`src/rtl/gcd_ctrl.sv`:
```
// Control FSM for a 4-bit subtract-and-swap GCD datapath.
// Steers the datapath mux selects and register enables, counts iterations, and runs both handshakes.
module gcd_ctrl #(
    parameter int CNT_W    = 6,
    parameter int MAX_ITER = 31
) (
    input  logic             clk,
    input  logic             rst_n,
    input  logic             req_val,
    output logic             req_rdy,
    output logic             resp_val,
    input  logic             resp_rdy,
    input  logic             b_zero,
    input  logic             a_lt,
    output logic [1:0]       a_sel,
    output logic             b_sel,
    output logic             a_en,
    output logic             b_en,
    output logic [CNT_W-1:0] iter_cnt,
    output logic             resp_err,
    output logic             busy
);

    if (MAX_ITER < 1 || MAX_ITER >= (1 << CNT_W)) begin : g_param_check
        $error("gcd_ctrl: MAX_ITER must lie in 1 .. 2**CNT_W-1");
    end

    localparam logic [CNT_W-1:0] MAX_CNT = CNT_W'(MAX_ITER);

    typedef enum logic [1:0] {
        IDLE = 2'd0,
        CALC = 2'd1,
        DONE = 2'd2
    } state_t;

    typedef enum logic [1:0] {
        A_FROM_IN  = 2'd0,
        A_FROM_B   = 2'd1,
        A_FROM_SUB = 2'd2
    } a_sel_t;

    typedef struct packed {
        logic   req_rdy;
        logic   resp_val;
        a_sel_t a_sel;
        logic   b_sel;
        logic   a_en;
        logic   b_en;
    } ctl_t;

    state_t           state;
    state_t           state_nxt;
    logic [CNT_W-1:0] cnt_nxt;
    logic             err_nxt;
    ctl_t             ctl;
    ctl_t             ctl_out;
    logic             update_req;
    logic             at_limit;

    assign update_req = a_lt | ~b_zero;
    assign at_limit   = (iter_cnt == MAX_CNT);

    // NOTE: state registers use non-blocking assignments so every flop samples
    // pre-edge values; the combinational block below uses blocking ones.
    always_ff @(posedge clk or negedge rst_n) begin
        if (!rst_n) begin
            state    <= IDLE;
            iter_cnt <= '0;
            resp_err <= 1'b0;
        end else begin
            state    <= state_nxt;
            iter_cnt <= cnt_nxt;
            resp_err <= err_nxt;
        end
    end

    always_comb begin
        // NOTE: every variable gets a default before the case so no path
        // leaves one unassigned and infers a latch.
        state_nxt = state;
        cnt_nxt   = iter_cnt;
        err_nxt   = resp_err;
        ctl       = '0;

        unique case (state)
            IDLE: begin
                ctl.req_rdy = 1'b1;
                if (req_val) begin
                    ctl.a_sel = A_FROM_IN;
                    ctl.b_sel = 1'b0;
                    ctl.a_en  = 1'b1;
                    ctl.b_en  = 1'b1;
                    cnt_nxt   = '0;
                    err_nxt   = 1'b0;
                    state_nxt = CALC;
                end
            end

            CALC: begin
                // Abort check outranks the update so iter_cnt can never pass MAX_ITER.
                if (update_req && at_limit) begin
                    err_nxt   = 1'b1;
                    state_nxt = DONE;
                end else if (a_lt) begin
                    ctl.a_sel = A_FROM_B;
                    ctl.b_sel = 1'b1;
                    ctl.a_en  = 1'b1;
                    ctl.b_en  = 1'b1;
                    cnt_nxt   = iter_cnt + 1'b1;
                end else if (!b_zero) begin
                    ctl.a_sel = A_FROM_SUB;
                    ctl.a_en  = 1'b1;
                    cnt_nxt   = iter_cnt + 1'b1;
                end else begin
                    state_nxt = DONE;
                end
            end

            DONE: begin
                ctl.resp_val = 1'b1;
                if (resp_rdy) begin
                    state_nxt = IDLE;
                end
            end

            default: begin
                state_nxt = IDLE;
            end
        endcase
    end

    // Reset forces every control low at once, so a mid-computation reset cannot write the datapath.
    assign ctl_out  = rst_n ? ctl : '0;

    assign req_rdy  = ctl_out.req_rdy;
    assign resp_val = ctl_out.resp_val;
    assign a_sel    = ctl_out.a_sel;
    assign b_sel    = ctl_out.b_sel;
    assign a_en     = ctl_out.a_en;
    assign b_en     = ctl_out.b_en;
    assign busy     = rst_n && (state != IDLE);

    a_iter_bound : assert property (@(posedge clk) disable iff (!rst_n)
        iter_cnt <= MAX_CNT);

    a_sel_legal : assert property (@(posedge clk) disable iff (!rst_n)
        a_sel != 2'd3);

    a_resp_hold : assert property (@(posedge clk) disable iff (!rst_n)
        resp_val && !resp_rdy |=> resp_val && $stable(iter_cnt) && $stable(resp_err));

endmodule

```
`config.mk`:
```
export PLATFORM = sky130hd
export DESIGN_NAME = gcd_ctrl
export DESIGN_NICKNAME = d
export VERILOG_FILES = /design/src/rtl/gcd_ctrl.sv
export SDC_FILE = /design/constraint.sdc
export NUM_CORES = 1
export LEC_CHECK = 0
export ABC_AREA = 1
export ABC_CLOCK_PERIOD_IN_PS = 1500
export BUFFER_PORTS_ARGS = -buffer_cell sky130_fd_sc_hd__buf_2
export CAP_MARGIN = 25
export CORE_AREA = 2 2 39 41
export DETAILED_ROUTE_END_ITERATION = 10
export DIE_AREA = 0 0 41 43
export GPL_ROUTABILITY_DRIVEN = 0
export PLACE_DENSITY = 0.71
export SETUP_SLACK_MARGIN = 0.1
export SLEW_MARGIN = 20
export SYNTH_ARGS = -nofsm -noshare
export SYNTH_HDL_FRONTEND = slang
export SYNTH_SLANG_ARGS = --single-unit
```
`constraint.sdc`:
```
create_clock -name clk -period 1.5 [get_ports clk]
set_input_delay 0.075 -clock clk [delete_from_list [all_inputs] [get_ports clk]]
set_output_delay 0.075 -clock clk [all_outputs]
set_load 0.02 [all_outputs]
```
==> metrics.yaml, run 1 <==
synth:
  synth.area.mux_share_pct: 0
  synth_xor_area_share_pct: 0
  yosysSeqAreaShare_pct: 39.56
  synth.avg_cell_area_sq_um: 7.693
  async_reset_ff_share_pct: 100.0
  synth_fp_nets: 81
  synth_enable_flop_cells: 0
  synth_cell_type_count: 20
  synth_top_flop_cell: "dfrtp_1"
  synthAdderAreaFrac_pct: 2.198
  syn-instance-count: 74
  synth_area_sq_um: 569.3
  synth-simple-area-share_pct: 43.30
  ys_ff_latch: 9
  synth_top_family_by_area: "simple AND/OR/NAND/NOR gates"
  synth_compound_area_share_pct: 7.033
  yosys_warnings: 0
hold_path:
  hp-class: "input port to register"
run_status:
  status: "complete, but fails checks"
  violations: "setup timing"
setup_path:
  cpPeakStageDelay_ps: 430
  crit_path_end_kind: "output pin"
  cp-start-kind: "register"
  crit_top_cell: "nand3_4"
  crit_arrival_ps: 1470
  cp.required_ps: 1420
  crit_type: "register to output pin"
  critPathMaxFanout: 3
  crit_path_cell_trace: "ha_4, nand2_4, nor2_4, nand3_4, nand3_4, a21oi_2, buf_6"
  cp_slowest_cell: "dfrtp_2"
sta:
  fin_tns_setup_ps: -67.09
  setup_viol: 4
  finalHoldViolCount: 0
  rsz0062_at_grt: "true"
  slew_viol_final: 0
  worstMarginPinSlew_ps: 419.9
  timing.final.ws_setup_ps: -49.72
  max_freq_mhz: 645.3
  period_needed_ps: 1550
  maxSlewHeadroom_pct: 71.92
  clock_skew_ps: 7.599
  min_period_over_period_pct: 103.3
final_layout:
  fin_cells: 120
  register_area_sq_um: 227.7
  finalCoreUtilization_pct: 62.39
  multi_input_comb_area_sq_um: 372.9
  drive_gt1_share_pct: 48.08
  final_area_sq_um: 863.3
  area_growth_pct: 51.65
  nets: 112
  fillers: 128
  antenna_cells: 0
flow_run:
  maxCapViolations: 0
pwr:
  switchingPower_mw: 0.6511
  swShare_pct: 46.46
  vdd_ir_drop_max_v: 0.001011
  clkPwrFrac_pct: 14.1
  power_density_mw_per_mm2: 1623
  p_seq_share_pct: 28.0
  intPower_mw: 0.7504
  p_leak_nw: 0.4441
  combPwrFrac_pct: 57.9
cts:
  clock_path_buffers: 2
  clock_latency_ps: 270
  cts.clk_slew.worst_paths_ps: 60
  cts.sinks: 9
  cts_made_buffers: 3
  cts_tree: "yes"
  cts_root_buf: "clkbuf_4"
  htreeDepth: 1
floorplan:
  io_pins: 21
  die_w_um: 41
  initial_core_util_pct: 41.14
  die_height_um: 43
  die_area_sq_mm: 0.001763
  rows: 14
  core_sq_mm: 0.001384
global_route:
  overflow: 0
  grt_use_total_pct: 18.35
  grt_pass1_vias: 448
  antenna_found_initial: 0
  grt_pass1_wl_mm: 2.076
  grt_max_degree: 10
placement:
  placed_cell_area_sq_um: 723.2
  dp_hpwl_um: 987
  place_inst: 109
  port_buffers: 20
  pre_cts_ws_ps: 162.5
route:
  num_vias: 581
  drcViolationCount: 0
  wl_per_cell_um: 11.79
  initialDrtViolationCount: 9
  via_per_inst: 4.842
  dr.pass1.iters: 3
  antenna_left: 0
  wirelength_mm: 1.415
-- power by group through the flow --
stage	clock network [mW]	registers, mW	logic [mW]
2_1_floorplan	0	0.435	0.450
6_report	0.198	0.392	0.811
3_5_place_dp	0	0.398	0.670
4_1_cts	0.199	0.388	0.770
5_1_grt	0.207	0.401	0.892
3_3_place_gp	0	0.390	0.642
-- cell type report --
| class | count | area share [%] |
|---|---|---|
| Clock buffer | 4 | 3.043 |
| Inverter | 10 | 4.348 |
| Multi-Input combinational cell | 54 | 43.19 |
| Sequential cell | 9 | 26.38 |
| Tap cell | 16 | 2.319 |
| Timing Repair Buffer | 27 | 20.72 |
-- worst max-delay path: cells and delay by family, from the launching register on --
kind,cells,cell delay (ps)
DFF,1,430
and+or+nand+nor,4,300
AOI/OAI and AO/OA,1,150
buffers and inverters,1,130
adders and majority gates,1,190
-- cell usage after synthesis, types with 2 or more instances --
master,count,share of area [%]
nor2_1,11,7.3
a21oi_1,2,1.8
nand2_1,17,11
inv_1,9,5.9
nand2_2,2,2.2
nand3_1,8,7.0
nor2_4,3,5.9
dfrtp_1,9,40
o21ai_1,2,1.8
-- final timing paths --
| check | to | cells after the start | from | slack, ps |
|---|---|---|---|---|
| setup / recovery | b_en | 7 | iter_cnt[1]$_DFFE_PN0P_ | -50 |
| hold / removal | state[1]$_DFFE_PN0P_ | 2 | resp_rdy | 10 |
| setup reg to reg | iter_cnt[0]$_DFFE_PN0P_ | 6 | iter_cnt[1]$_DFFE_PN0P_ | 150 |
| hold reg to reg | resp_err$_DFFE_PN0P_ | 2 | resp_err$_DFFE_PN0P_ | 480 |
| max in group asynchronous | iter_cnt[1]$_DFFE_PN0P_ | 2 | rst_n | 880 |
| min in group asynchronous | iter_cnt[3]$_DFFE_PN0P_ | 2 | rst_n | 300 |
-- state kept, by name, indices dropped and copies added, names as in the netlist --
| register | count |
|---|---|
| iter_cnt | 6 |
| state | 2 |
| resp_err | 1 |
-- through the flow --
step,total power [mW],hold slack (ps)
after floorplan,0.8843,-220.6
after global placement,1.032,-56.66
after detailed placement,1.068,-54.13
after CTS,1.357,9.749
after global routing,1.501,18.54
final,1.401,11.00
-- layout by cell type (no fill, tap or decap), drive strengths merged --
| cell | count |
|---|---|
| a21oi | 2 |
| buf | 26 |
| clkbuf | 4 |
| dfrtp | 9 |
| dlygate4sd3 | 1 |
| ha | 1 |
| inv | 10 |
| nand2 | 20 |
| nand3 | 9 |
| nand3b | 1 |
| nor2 | 15 |
| o21ai | 4 |
| o22ai | 1 |
| or2 | 1 |
-- metal layers --
layer / part of all wire [%] / global-route usage (%)
met1: 39 / 21.62
met3: 5.8 / 4.712
met5: 0 / 0
met4: 1.9 / 8.000
met2: 53 / 29.69
-- logic make-up (layout without fill, tap and decap cells) --
family,after synthesis,count (layout)
compound gates,7,7
fa+ha+maj,1,1
buf+inv,11,41
flops,9,9
simple gates,46,46
-- repair_timing --
item,in CTS,in global routing
hold endpoints to repair,9,0
resized for setup,5,9
endpoints found under the setup margin,5,6
hold buffers,1,0
setup buffers,5,1
pin swaps,5,6
No activity file was read; power rests on OpenSTA's default activity.
==> run 2: changes to the inputs <==
--- a/config.mk
+++ b/config.mk
@@ -19,3 +19,4 @@
 export SYNTH_ARGS = -nofsm -noshare
 export SYNTH_HDL_FRONTEND = slang
 export SYNTH_SLANG_ARGS = --single-unit
+export TNS_END_PERCENT = 1
==> metrics.yaml, run 2 (same netlist as run 1, synthesis figures left out) <==
final_layout:
  mostFrequentLayoutCells: "nand2_1, buf_2, inv_1, nor2_1"
  fin_cells: 119
  reg_top3: "iter_cnt: 6 flops, state: 2 flops, resp_err: 1 flops"
  largest_reg_flops: 6
  drive_gt1_share_pct: 47.57
  antenna_cells: 0
  layout_commonest_cell: "nand2_1"
  finalCoreUtilization_pct: 61.84
  area_growth_pct: 50.33
  regMostFlops: "iter_cnt"
  nets: 111
setup_path:
  crit_path_end_kind: "output pin"
  crit_arrival_ps: 1470
  critPathBufInv: 1
  critPathMaxFanout: 3
  crit_type: "register to output pin"
  cpPeakStageDelay_ps: 430
  crit_path_cell_trace: "ha_4, nand2_4, nor2_4, nand3_4, nand3_4, a21oi_2, buf_6"
  cp-start-kind: "register"
  path_delay_family: "flip-flops"
  cp.required_ps: 1420
  crit_top_cell: "nand3_4"
  cp_slowest_cell: "dfrtp_2"
global_route:
  grt_pass1_vias: 448
  grt_max_degree: 10
  overflow: 0
  grt_pass1_wl_mm: 2.076
  antenna_found_initial: 0
  grt_use_total_pct: 18.35
cts:
  clock_latency_ps: 270
  cts_made_buffers: 3
  cts.clk_slew.worst_paths_ps: 60
  clock_path_buffers: 2
  cts_root_buf: "clkbuf_4"
  cts_tree: "yes"
  htreeDepth: 1
  cts.sinks: 9
hold_path:
  hp-class: "input port to register"
sta:
  period_needed_ps: 1548
  clock_skew_ps: 6.974
  setup_viol: 5
  timing.final.ws_setup_ps: -47.74
  max_freq_mhz: 646.1
  worstMarginPinSlew_ps: 421.7
  maxSlewHeadroom_pct: 71.79
  finalHoldViolCount: 0
  min_period_over_period_pct: 103.2
  rsz0062_at_grt: "true"
  slew_viol_final: 0
placement:
  dp_hpwl_um: 987
  place_inst: 109
  pre_cts_ws_ps: 162.5
  port_buffers: 20
route:
  wl_per_cell_um: 11.75
  antenna_left: 0
  dr.pass1.iters: 4
  initialDrtViolationCount: 9
  wirelength_mm: 1.398
  drcViolationCount: 0
  num_vias: 594
  via_per_inst: 4.992
pwr:
  vdd_ir_drop_max_v: 0.001019
  p_leak_nw: 0.4394
  power_density_mw_per_mm2: 1642
floorplan:
  die_w_um: 41
  die_area_sq_mm: 0.001763
  die_height_um: 43
  core_sq_mm: 0.001384
  io_pins: 21
  initial_core_util_pct: 41.14
  rows: 14
run_status:
  status: "complete, but fails checks"
  violations: "setup timing"
flow_run:
  maxCapViolations: 0
-- run 2: cell count changes in the layout (fill, tap and decap cells not counted) --
cell,before,now
buf_4,8,7
-- run 2: timing repair --
item | in CTS | in global routing
endpoints found under the hold margin | 9 | 0
endpoints found under the setup margin | 5 | 6
setup buffers | 5 | 0
resized for setup | 5 | 9
pin swaps | 5 | 5
hold buffers | 1 | 0
-- run 2: worst paths after layout --
path | startpoint | endpoint | slack (ps) | depth (start not counted)
setup / recovery | iter_cnt[1]$_DFFE_PN0P_ | b_en | -50 | 7
hold / removal | resp_rdy | state[1]$_DFFE_PN0P_ | 10 | 2
setup reg to reg | iter_cnt[1]$_DFFE_PN0P_ | iter_cnt[0]$_DFFE_PN0P_ | 130 | 6
hold reg to reg | resp_err$_DFFE_PN0P_ | resp_err$_DFFE_PN0P_ | 490 | 2
max in group asynchronous | rst_n | iter_cnt[1]$_DFFE_PN0P_ | 880 | 2
min in group asynchronous | rst_n | iter_cnt[3]$_DFFE_PN0P_ | 300 | 2
-- run 2: area by class of cell --
cell class,instances,area (sq um)
repair buffers,26,171.4
well taps,16,20.02
fillers,125,528.0
inverters,10,37.54
multi-input cells,54,372.9
flip-flops and latches,9,227.7
clock buffers,4,26.28
-- run 2: worst reg2reg max path, delay by kind of cell (launching register included) --
family	cells	cell delay, ps
buffers and inverters	1	130
DFF	1	430
and+or+nand+nor	2	150
adders and majority gates	1	190
AOI/OAI and AO/OA	2	330
-- run 2: metrics by stage --
step | setup TNS [ps] | hold WS [ps] | total power [mW] | area (sq um)
2_1_floorplan | 0 | -220.6 | 0.8843 | 614.3
3_3_place_gp | 0 | -56.66 | 1.032 | 723.2
3_5_place_dp | 0 | -54.13 | 1.068 | 723.2
4_1_cts | -223.7 | 9.749 | 1.357 | 814.5
5_1_grt | -464.6 | 18.54 | 1.498 | 855.8
6_report | -110.3 | 12.89 | 1.405 | 855.8
-- run 2: per-layer routing --
layer,GRT usage [%],part of all wire [%],up-vias
met5,0,0,-
met4,8.000,1.9,0
met3,4.712,7.9,3
met2,29.69,52,33
met1,21.62,38,266
li1,-,-,292
-- run 2: power breakdown --
group	leakage, nW	total (mW)	internal [mW]	switching [mW]
clock network	0.0150	0.196	0.103	0.0933
logic	0.308	0.816	0.335	0.481
registers	0.117	0.392	0.312	0.0801
total	0.439	1.41	0.751	0.654
==> run 3: changes to the inputs <==
--- a/config.mk
+++ b/config.mk
@@ -5,7 +5,6 @@
 export SDC_FILE = /design/constraint.sdc
 export NUM_CORES = 1
 export LEC_CHECK = 0
-export ABC_AREA = 1
 export ABC_CLOCK_PERIOD_IN_PS = 1500
 export BUFFER_PORTS_ARGS = -buffer_cell sky130_fd_sc_hd__buf_2
 export CAP_MARGIN = 25
@@ -13,7 +12,7 @@
 export DETAILED_ROUTE_END_ITERATION = 10
 export DIE_AREA = 0 0 41 43
 export GPL_ROUTABILITY_DRIVEN = 0
-export PLACE_DENSITY = 0.71
+export PLACE_DENSITY = 0.7
 export SETUP_SLACK_MARGIN = 0.1
 export SLEW_MARGIN = 20
 export SYNTH_ARGS = -nofsm -noshare
==> metrics.yaml, run 3 <==
sta:
  maxSlewHeadroom_pct: 71.42
  worstMarginPinSlew_ps: 427.3
  max_freq_mhz: 579.8
  fin_tns_setup_ps: -897.9
  slew_viol_final: 0
  finalHoldViolCount: 0
  rsz0062_at_grt: "true"
  period_needed_ps: 1725
  setup_viol: 5
  timing.final.ws_setup_ps: -224.7
  clock_skew_ps: 4.987
  min_period_over_period_pct: 115.0
final_layout:
  reg_top3: "iter_cnt: 6 flops, state: 2 flops, resp_err: 1 flops"
  area_growth_pct: 49.00
  finalCoreUtilization_pct: 60.49
  largest_reg_flops: 6
  drive_gt1_share_pct: 51.65
  layout_commonest_cell: "buf_2"
  final_area_sq_um: 837.1
  nets: 99
  regMostFlops: "iter_cnt"
  mostFrequentLayoutCells: "buf_2, buf_4, dfrtp_1, nand2_1"
  antenna_cells: 0
  fillers: 125
route:
  top_layer_used: "met4"
  antenna_left: 0
  drcViolationCount: 0
  wirelength_mm: 1.431
  dr.pass1.iters: 4
  via_per_inst: 5.234
  wl_per_cell_um: 13.37
  initialDrtViolationCount: 12
  num_vias: 560
  wl_met1_um: 592
  met2_length_um: 733
  wl_met3_um: 82
cts:
  cts_tree: "yes"
  cts.sinks: 9
  clock_latency_ps: 260
  htreeDepth: 1
  cts.clk_slew.worst_paths_ps: 70
  cts_root_buf: "clkbuf_4"
  clock_path_buffers: 2
  cts_made_buffers: 3
floorplan:
  die_height_um: 43
  core_sq_mm: 0.001384
  rows: 14
  io_pins: 21
  die_area_sq_mm: 0.001763
  initial_core_util_pct: 40.60
  die_w_um: 41
setup_path:
  critPathMaxFanout: 3
  crit_arrival_ps: 1650
  crit_path_end_kind: "output pin"
  cp-start-kind: "register"
  crit_type: "register to output pin"
  cp.required_ps: 1420
placement:
  port_buffers: 20
  dp_hpwl_um: 995.1
  pre_cts_ws_ps: 6.309
  placed_cell_area_sq_um: 744.5
synth:
  synth_fp_nets: 67
  synthTopCellsByCount: "dfrtp_1, nand2_1, nor2_1, nand3_1"
  yosys_warnings: 0
  synth_area_sq_um: 561.8
  yosysSeqAreaShare_pct: 40.09
  synth_most_common_cell: "dfrtp_1"
  synth.avg_cell_area_sq_um: 9.363
  synth_top_flop_cell: "dfrtp_1"
  async_reset_ff_share_pct: 100.0
  synth_top_area_share_pct: 40.09
  syn-instance-count: 60
  synth_enable_flop_cells: 0
  synth_cell_type_count: 29
  ys_ff_latch: 9
  netlist_top_cells_area: "dfrtp_1, o311ai_4, nand2b_1, nand3_1, nand2_1"
  yosys.area.top_type: "dfrtp_1"
pwr:
  power_density_mw_per_mm2: 1612
  combPwrFrac_pct: 55.4
  vdd_ir_drop_max_v: 0.0009119
  swShare_pct: 44.98
  p_leak_nw: 0.4141
  p_seq_share_pct: 30.5
  clkPwrFrac_pct: 14.1
  intPower_mw: 0.7426
  switchingPower_mw: 0.6070
  total_power_mw: 1.350
global_route:
  grt_max_degree: 10
  grt_pass1_wl_mm: 2.159
  grt_use_total_pct: 18.21
  antenna_found_initial: 0
  grt_pass1_vias: 501
  overflow: 0
flow_run:
  maxCapViolations: 0
hold_path:
  hp-class: "input port to register"
run_status:
  status: "complete, but fails checks"
  violations: "setup timing"
[run 3: cell types whose count changed after synthesis, sizes merged, moves of 3 or more]
| cell | delta |
|---|---|
| nand2 | -13 |
| a21oi | +3 |
| inv | -7 |
| nand3 | -3 |
| nor2 | -9 |
| nand2b | +5 |
[run 3: power by group through the flow]
stage / Clock (mW) / Combinational, mW / Sequential, mW
CTS: 0.195 / 0.706 / 0.405
detailed placement: 0 / 0.666 / 0.406
finish: 0.191 / 0.748 / 0.411
global placement: 0 / 0.652 / 0.406
global route: 0.209 / 0.810 / 0.420
floorplan: 0 / 0.405 / 0.448
[run 3: timing repair]
| action | in CTS | in global routing |
|---|---|---|
| endpoints found under the setup margin | 7 | 9 |
| endpoints found under the hold margin | 9 | 0 |
| resized for setup | 2 | 7 |
| buffers inserted | 2 | 0 |
| pin swaps | 1 | 3 |
| hold buffers | 1 | 0 |
[run 3: final timing paths]
check | from | to | slack, ps | cells after the start
worst max-delay path | iter_cnt[1]$_DFFE_PN0P_ | a_sel[1] | -220 | 6
worst min-delay path | resp_rdy | state[1]$_DFFE_PN0P_ | 3 | 2
worst max register to register | iter_cnt[1]$_DFFE_PN0P_ | iter_cnt[2]$_DFFE_PN0P_ | 110 | 6
worst min register to register | resp_err$_DFFE_PN0P_ | resp_err$_DFFE_PN0P_ | 490 | 2
max in group asynchronous | rst_n | iter_cnt[0]$_DFFE_PN0P_ | 850 | 2
min in group asynchronous | rst_n | state[1]$_DFFE_PN0P_ | 330 | 2
[run 3: final cells by class]
type	count	area (sq um)	share of cell area (%)
multi-input cells	47	374.1	44.69
inverters	3	11.26	1.345
repair buffers	28	177.7	21.23
clock buffers	4	26.28	3.139
flip-flops and latches	9	227.7	27.20
well taps	16	20.02	2.392
[run 3: critical path: stages (launching register included)]
cell,delay (ps)
dfrtp_2,390
ha_4,150
nand3_4,90
or3_4,350
nand4b_1,200
nor3_2,50
buf_4,150
[run 3: kinds of logic after synthesis]
group,after synthesis,share of synthesized area (%)
buffers and inverters,4,3.341
multiplexers,2,3.786
AND/OR/NAND/NOR,32,34.08
adder cells (fa/ha/maj),1,2.227
AO/OA/AOI/OAI,12,16.48
flip-flops,9,40.09
[run 3: stage by stage]
stage | hold slack, ps | std cells
floorplan | -220.6 | 60
global placement | -42.50 | 100
detailed placement | -29.86 | 100
CTS | 2.805 | 107
global route | 18.02 | 107
finish | 2.662 | 107
[run 3: routing by layer]
layer	vias to the layer above	GRT usage [%]
li1	272	-
met1	263	24.16
met2	21	27.81
met3	4	3.141
met4	0	8.000
met5	-	0
